### src/rtl/request_scheduler.sv
// Purpose : latches elevator floor calls, picks the next target floor and presents it to the
//           travel FSM; also runs the door-hold timer and the seconds counter the FSM reads.
// Latency : button edge -> request bit 1 cycle, request bit -> next_stage 1 cycle (2 total when idle).
// Backpressure: next_stage is held until the FSM echoes it on Solicitud_stage with FR_Delay;
//           further calls are queued as request bits meanwhile.
//
// Ports
//   clk, reset                  clock (rising edge) and asynchronous active-high reset
//   tick_1hz                    one-cycle pulse per second
//   cab_btn, hall_up, hall_dn   floor call buttons (hall_up[3] and hall_dn[0] are unused)
//   door_open_btn/close_btn     door buttons, present only when DOOR_BUTTONS_EN is defined
//   Actual_Stage, UD_Answer     current floor and travel direction from the FSM
//   Delay, FR_Delay             arrival strobe and request-acknowledge strobe from the FSM
//   Solicitud_stage             request echoed back with FR_Delay
//   reset_clock, STOP           seconds-counter clear and FSM idle indication
//   next_stage                  presented request {1, floor}, 3'b000 when none
//   OC_Request, UD_Request      doors held open / departure direction (1 = up)
//   NO_STOP                     work pending while the FSM is idle
//   actual_clock                saturating seconds counter
//
// Build option: define DOOR_BUTTONS_EN to add the door open/close buttons.

module request_scheduler (
    input  logic       clk,
    input  logic       reset,
    input  logic       tick_1hz,
    input  logic [3:0] cab_btn,
    input  logic [3:0] hall_up,
    input  logic [3:0] hall_dn,
`ifdef DOOR_BUTTONS_EN
    input  logic       door_open_btn,
    input  logic       door_close_btn,
`endif
    input  logic [1:0] Actual_Stage,
    input  logic       UD_Answer,
    input  logic       Delay,
    input  logic       FR_Delay,
    input  logic [2:0] Solicitud_stage,
    input  logic       reset_clock,
    input  logic       STOP,
    output logic [2:0] next_stage,
    output logic       OC_Request,
    output logic       UD_Request,
    output logic       NO_STOP,
    output logic [3:0] actual_clock
);

    // Edge-detect copies of the buttons and of the arrival strobe.
    logic [3:0] cab_q, hup_q, hdn_q;
    logic       delay_q;

    logic [3:0] cab_req, up_req, dn_req;
    logic [2:0] door_cnt;

    logic [3:0] cab_rise, up_rise, dn_rise;
    logic       delay_rise;
    logic [3:0] arr_clr;

    // The top floor has no up call and the ground floor no down call.
    assign cab_rise   = cab_btn & ~cab_q;
    assign up_rise    = hall_up & 4'b0111 & ~hup_q;
    assign dn_rise    = hall_dn & 4'b1110 & ~hdn_q;
    assign delay_rise = Delay & ~delay_q;
    assign arr_clr    = delay_rise ? (4'b0001 << Actual_Stage) : 4'b0000;

    // Door timer controls: a load reloads the 5 s hold, a clear closes immediately.
    logic door_load, door_clr;

`ifdef DOOR_BUTTONS_EN
    logic       open_q, close_q;
    logic [1:0] stage_q;
    logic       open_rise, close_rise;

    // Opening is only honoured while parked: idle FSM and floor unchanged since last cycle.
    assign open_rise  = door_open_btn & ~open_q & STOP & (Actual_Stage == stage_q);
    assign close_rise = door_close_btn & ~close_q;
    assign door_load  = delay_rise | open_rise;
    assign door_clr   = close_rise & ~door_load;

    always_ff @(posedge clk or posedge reset) begin
        if (reset) begin
            open_q  <= 1'b0;
            close_q <= 1'b0;
            stage_q <= 2'd0;
        end else begin
            open_q  <= door_open_btn;
            close_q <= door_close_btn;
            stage_q <= Actual_Stage;
        end
    end
`else
    assign door_load = delay_rise;
    assign door_clr  = 1'b0;
`endif

    // Target selection: nearest pending floor ahead, else nearest behind.
    logic [3:0] pend;
    logic       up_vld, dn_vld, tgt_vld;
    logic [1:0] up_flr, dn_flr, tgt_flr;

    always_comb begin
        // The current floor is never a target.
        pend   = (cab_req | up_req | dn_req) & ~(4'b0001 << Actual_Stage);
        up_vld = 1'b0;
        up_flr = 2'd0;
        dn_vld = 1'b0;
        dn_flr = 2'd0;
        // Scan downward so the last hit above is the closest one.
        for (int f = 3; f >= 0; f--) begin
            if (pend[f] && (2'(f) > Actual_Stage)) begin
                up_vld = 1'b1;
                up_flr = 2'(f);
            end
        end
        // Scan upward so the last hit below is the closest one.
        for (int f = 0; f <= 3; f++) begin
            if (pend[f] && (2'(f) < Actual_Stage)) begin
                dn_vld = 1'b1;
                dn_flr = 2'(f);
            end
        end
        if (UD_Answer) begin
            tgt_vld = up_vld | dn_vld;
            tgt_flr = up_vld ? up_flr : dn_flr;
        end else begin
            tgt_vld = dn_vld | up_vld;
            tgt_flr = dn_vld ? dn_flr : up_flr;
        end
    end

    // Ack only counts against a presented request, so an idle 3'b000 echo cannot block a load.
    logic ack;
    assign ack = FR_Delay & next_stage[2] & (Solicitud_stage == next_stage);

    always_ff @(posedge clk or posedge reset) begin
        if (reset) begin
            cab_q        <= 4'd0;
            hup_q        <= 4'd0;
            hdn_q        <= 4'd0;
            delay_q      <= 1'b0;
            cab_req      <= 4'd0;
            up_req       <= 4'd0;
            dn_req       <= 4'd0;
            next_stage   <= 3'd0;
            UD_Request   <= 1'b0;
            NO_STOP      <= 1'b0;
            door_cnt     <= 3'd0;
            OC_Request   <= 1'b0;
            actual_clock <= 4'd0;
        end else begin
            cab_q   <= cab_btn;
            hup_q   <= hall_up;
            hdn_q   <= hall_dn;
            delay_q <= Delay;

            // Arrival clear beats a same-cycle button edge on the same bit.
            cab_req <= (cab_req | cab_rise) & ~arr_clr;
            up_req  <= (up_req | up_rise) & ~(UD_Answer ? arr_clr : 4'b0000);
            dn_req  <= (dn_req | dn_rise) & ~(UD_Answer ? 4'b0000 : arr_clr);

            if (ack)
                next_stage <= 3'd0;
            else if (!next_stage[2] && tgt_vld)
                next_stage <= {1'b1, tgt_flr};

            if (tgt_vld)
                UD_Request <= (tgt_flr > Actual_Stage);

            NO_STOP <= STOP & tgt_vld;

            if (door_load) begin
                door_cnt   <= 3'd5;
                OC_Request <= 1'b1;
            end else if (door_clr) begin
                door_cnt   <= 3'd0;
                OC_Request <= 1'b0;
            end else if (tick_1hz && (door_cnt != 3'd0)) begin
                door_cnt <= door_cnt - 3'd1;
                if (door_cnt == 3'd1)
                    OC_Request <= 1'b0;
            end

            if (reset_clock)
                actual_clock <= 4'd0;
            else if (tick_1hz && (actual_clock != 4'd15))
                actual_clock <= actual_clock + 4'd1;
        end
    end

endmodule

### config.mk
export PLATFORM = sky130hd
export DESIGN_NAME = request_scheduler
export DESIGN_NICKNAME = d
export VERILOG_FILES = /design/src/rtl/request_scheduler.sv
export SDC_FILE = /design/constraint.sdc
export NUM_CORES = 1
export LEC_CHECK = 0
export BUFFER_PORTS_ARGS = -buffer_cell sky130_fd_sc_hd__buf_4
export CAP_MARGIN = 10
export CELL_PAD_IN_SITES_DETAIL_PLACEMENT = 2
export CELL_PAD_IN_SITES_GLOBAL_PLACEMENT = 2
export CORE_UTILIZATION = 36
export CTS_CLUSTER_DIAMETER = 150
export DETAILED_ROUTE_END_ITERATION = 7
export PLACE_DENSITY = 0.84
export SLEW_MARGIN = 20
export SYNTH_ARGS = -nofsm -noshare
export SYNTH_HDL_FRONTEND = slang
export SYNTH_SLANG_ARGS = --single-unit
export TNS_END_PERCENT = 5
### constraint.sdc
create_clock -name clk -period 3.11 [get_ports clk]
set_input_delay 0 -clock clk [delete_from_list [all_inputs] [get_ports clk]]
set_output_delay 0 -clock clk [all_outputs]
set_load 0.01 [all_outputs]
==> reports/results.ini <==
[status]
status=finished clean

[worst_setup_path]
rrSetupSlack_ps=960
reg2reg_from=dn_req[1]
cp_top_family=compound AO/OA/AOI/OAI gates
crit_fanout=7
crit_top_cell=o21ai_0
cpPeakStageDelay_ps=420
cpMaxStageDelayCell=dfrtp_1
cp_num_buf_inv=0
end_kind=flop
arrival_ps=2300
startpoint_type=flop
critPathKind=reg -> reg
reg2reg_to=UD_Request
reg2reg_depth=8
critPathRequiredTime_ps=3260
crit_chain=nor3_4, nor2_1, o21a_1, o22ai_1, ha_1, nor2b_1, o21ai_0, o21ai_0

[route]
vias=1336
drtIter0Drc=42
via_per_inst=5.20
ant_nets=0
drc=0
wl_um=4860
wl_per_cell_um=18.9
firstDrtPassIters=4

[layout]
layout.nets=237
area_delta_synth_final_pct=34.8
drive_gt1_frac=0.227
final_cells=257
diodes=0
final_area_mm2=0.00216

[timing]
finalSetupTns_ps=0
skew_ps=9.00
holdWs_ps=7.52
final_max_slew_viol_count=0
setup_violations=0
finalHoldViolCount=0
rsz0062_at_grt=false
fmax_mhz=466
relSlewSlack=0.686
worst_pin_slew_ps=471
post-route-period-util=0.691
period_minus_slack_ps=2150
worst_slack_ps=962

[placed_design]
gp_congestion=0.697
hpwl_um=2890
io_buffer_count=32
postPlaceCellArea_mm2=0.00189
dp_worst_setup_slack_ps=1090
place_inst=233

[job]
drv_cap=0

[cts]
cts_tree=yes
ctsRootBufferMaster=clkbuf_8
cts_resized=0
cts_sinks=36
cts_buffers=5
clock_latency_ps=290
clkTransAtPathRegs_ps=70
clock_path_buffers=2
htree_levels=2

[power]
powerDensity_mw_per_mm2=593
leakage_nw=1.02
ir_worst_vdd_uv=316

[logic_synthesis]
syn_inst=153
synthArstFlopShare=1.00
synth_ff_type=dfrtp_1
synth_area_leaders=dfrtp_1 56%, a21oi_1 5.3%, ha_1 4.7%
synth_commonest_cells=36 x dfrtp_1, 17 x a21oi_1, 17 x inv_1
postSynthAreaPerCell_um2=10.5
yosys_warnings=0
synthDominantAreaCellType=dfrtp_1
synth.top_cell.area_share=0.562
synth_cell_types=37
ys_ff_latch=36
synth_nets=184
yosysMostFrequentCell=dfrtp_1
netlist_area_mm2=0.00160
yosysSeqAreaShare=0.562
synth_edf_count=0

[grt]
grt_use_total=0.242
antenna_found_initial=0
grt_pass1_wl_um=7820
first_global_vias=1572
grt.overflow.total=0
grt_start_max_net_pins=37

[floorplan]
die_w_um=68.7
die_area_mm2=0.00472
ios=35
placementRows=23
initial_core_util=0.387
core_area_mm2=0.00414
die_h_um=68.7

[hold_path]
hold_class=in -> reg
min_path_cells=4
hold_start=Solicitud_stage[0]
min_to=next_stage[0]

-- flip-flops by register name, summed over array words and instances (netlist names), 3 cells and up --
signal,flops
actual_clock,4
up_req,4
hdn_q,3
next_stage,3
cab_q,4
cab_req,4
hup_q,3
dn_req,4
door_cnt,3
-- routing by layer --
layer | vias up | track usage | routed length (um)
met5 | - | 0 | 0
met4 | 0 | 0.151 | 215
met3 | 20 | 0.0674 | 205
met2 | 44 | 0.430 | 2530
met1 | 657 | 0.249 | 1900
li1 | 615 | - | -
-- area by class of cell --
type,instances,area [um2]
fillers,428,1980
flip-flops and latches,36,901
multi-input cells,97,618
repair buffers,49,408
clock buffers,6,72.6
inverters,17,63.8
well taps,50,62.6
clock inverters,2,35.0
-- cell usage in the layout (no fill, tap or decap), types with 3 or more instances in the layout --
cell	netlist	final
buf_4	0	33
xor2_1	3	3
nor2b_1	3	3
inv_1	17	17
o21ai_0	5	5
nand2b_1	3	3
ha_1	6	6
xnor2_1	3	3
a21boi_0	3	3
nor2_1	12	12
nand2_1	14	14
clkbuf_8	0	5
dfrtp_1	36	36
nand3_1	5	5
dlygate4sd3_1	0	16
a21oi_1	17	17
-- cells by family (layout without fill, tap and decap cells) --
| family | Yosys count | count (layout) | synth area share |
|---|---|---|---|
| buffers and inverters | 20 | 74 | 0.0523 |
| muxes | 2 | 2 | 0.0156 |
| xor gates and xnor gates | 6 | 6 | 0.0328 |
| DFF | 36 | 36 | 0.562 |
| adders and majority gates | 6 | 6 | 0.0468 |
| and+or+nand+nor | 48 | 48 | 0.155 |
| AOI/OAI and AO/OA | 35 | 35 | 0.136 |
-- per-stage QoR --
step | power (mW) | util
finish | 1.28 | 0.521
global route | 1.36 | 0.521
CTS | 1.28 | 0.521
floorplan | 0.736 | -
global placement | 0.825 | 0.457
detailed placement | 0.852 | 0.457
-- what timing repair did --
action                                  in CTS  in global routing
setup buffers                                0                  0
endpoints found under the hold margin       59                  0
hold buffers                                16                  0
endpoints found under the setup margin       0                  0
-- worst max path at each step --
| stage | start | endpoint | cells past startpoint |
|---|---|---|---|
| global placement | dn_req[1] | UD_Request | 8 |
| global route | up_req[2] | UD_Request | 8 |
| finish | dn_req[1] | UD_Request | 8 |
| CTS | dn_req[1] | UD_Request | 8 |
| detailed placement | dn_req[1] | UD_Request | 8 |
| floorplan | dn_req[0] | UD_Request | 7 |
-- tightest hold or removal path, cell delays in order --
cell,delay (ps)
buf_4,90
nand2_1,40
nand2_1,60
mux2i_1,60
-- where the power goes --
part	total, mW	switching (mW)	internal, mW	leakage, nW
logic	0.297	0.150	0.147	0.558
clock network	0.407	0.169	0.238	0.0552
registers	0.578	0.0475	0.530	0.411
Note: power is estimated with default switching activity, not from simulation.
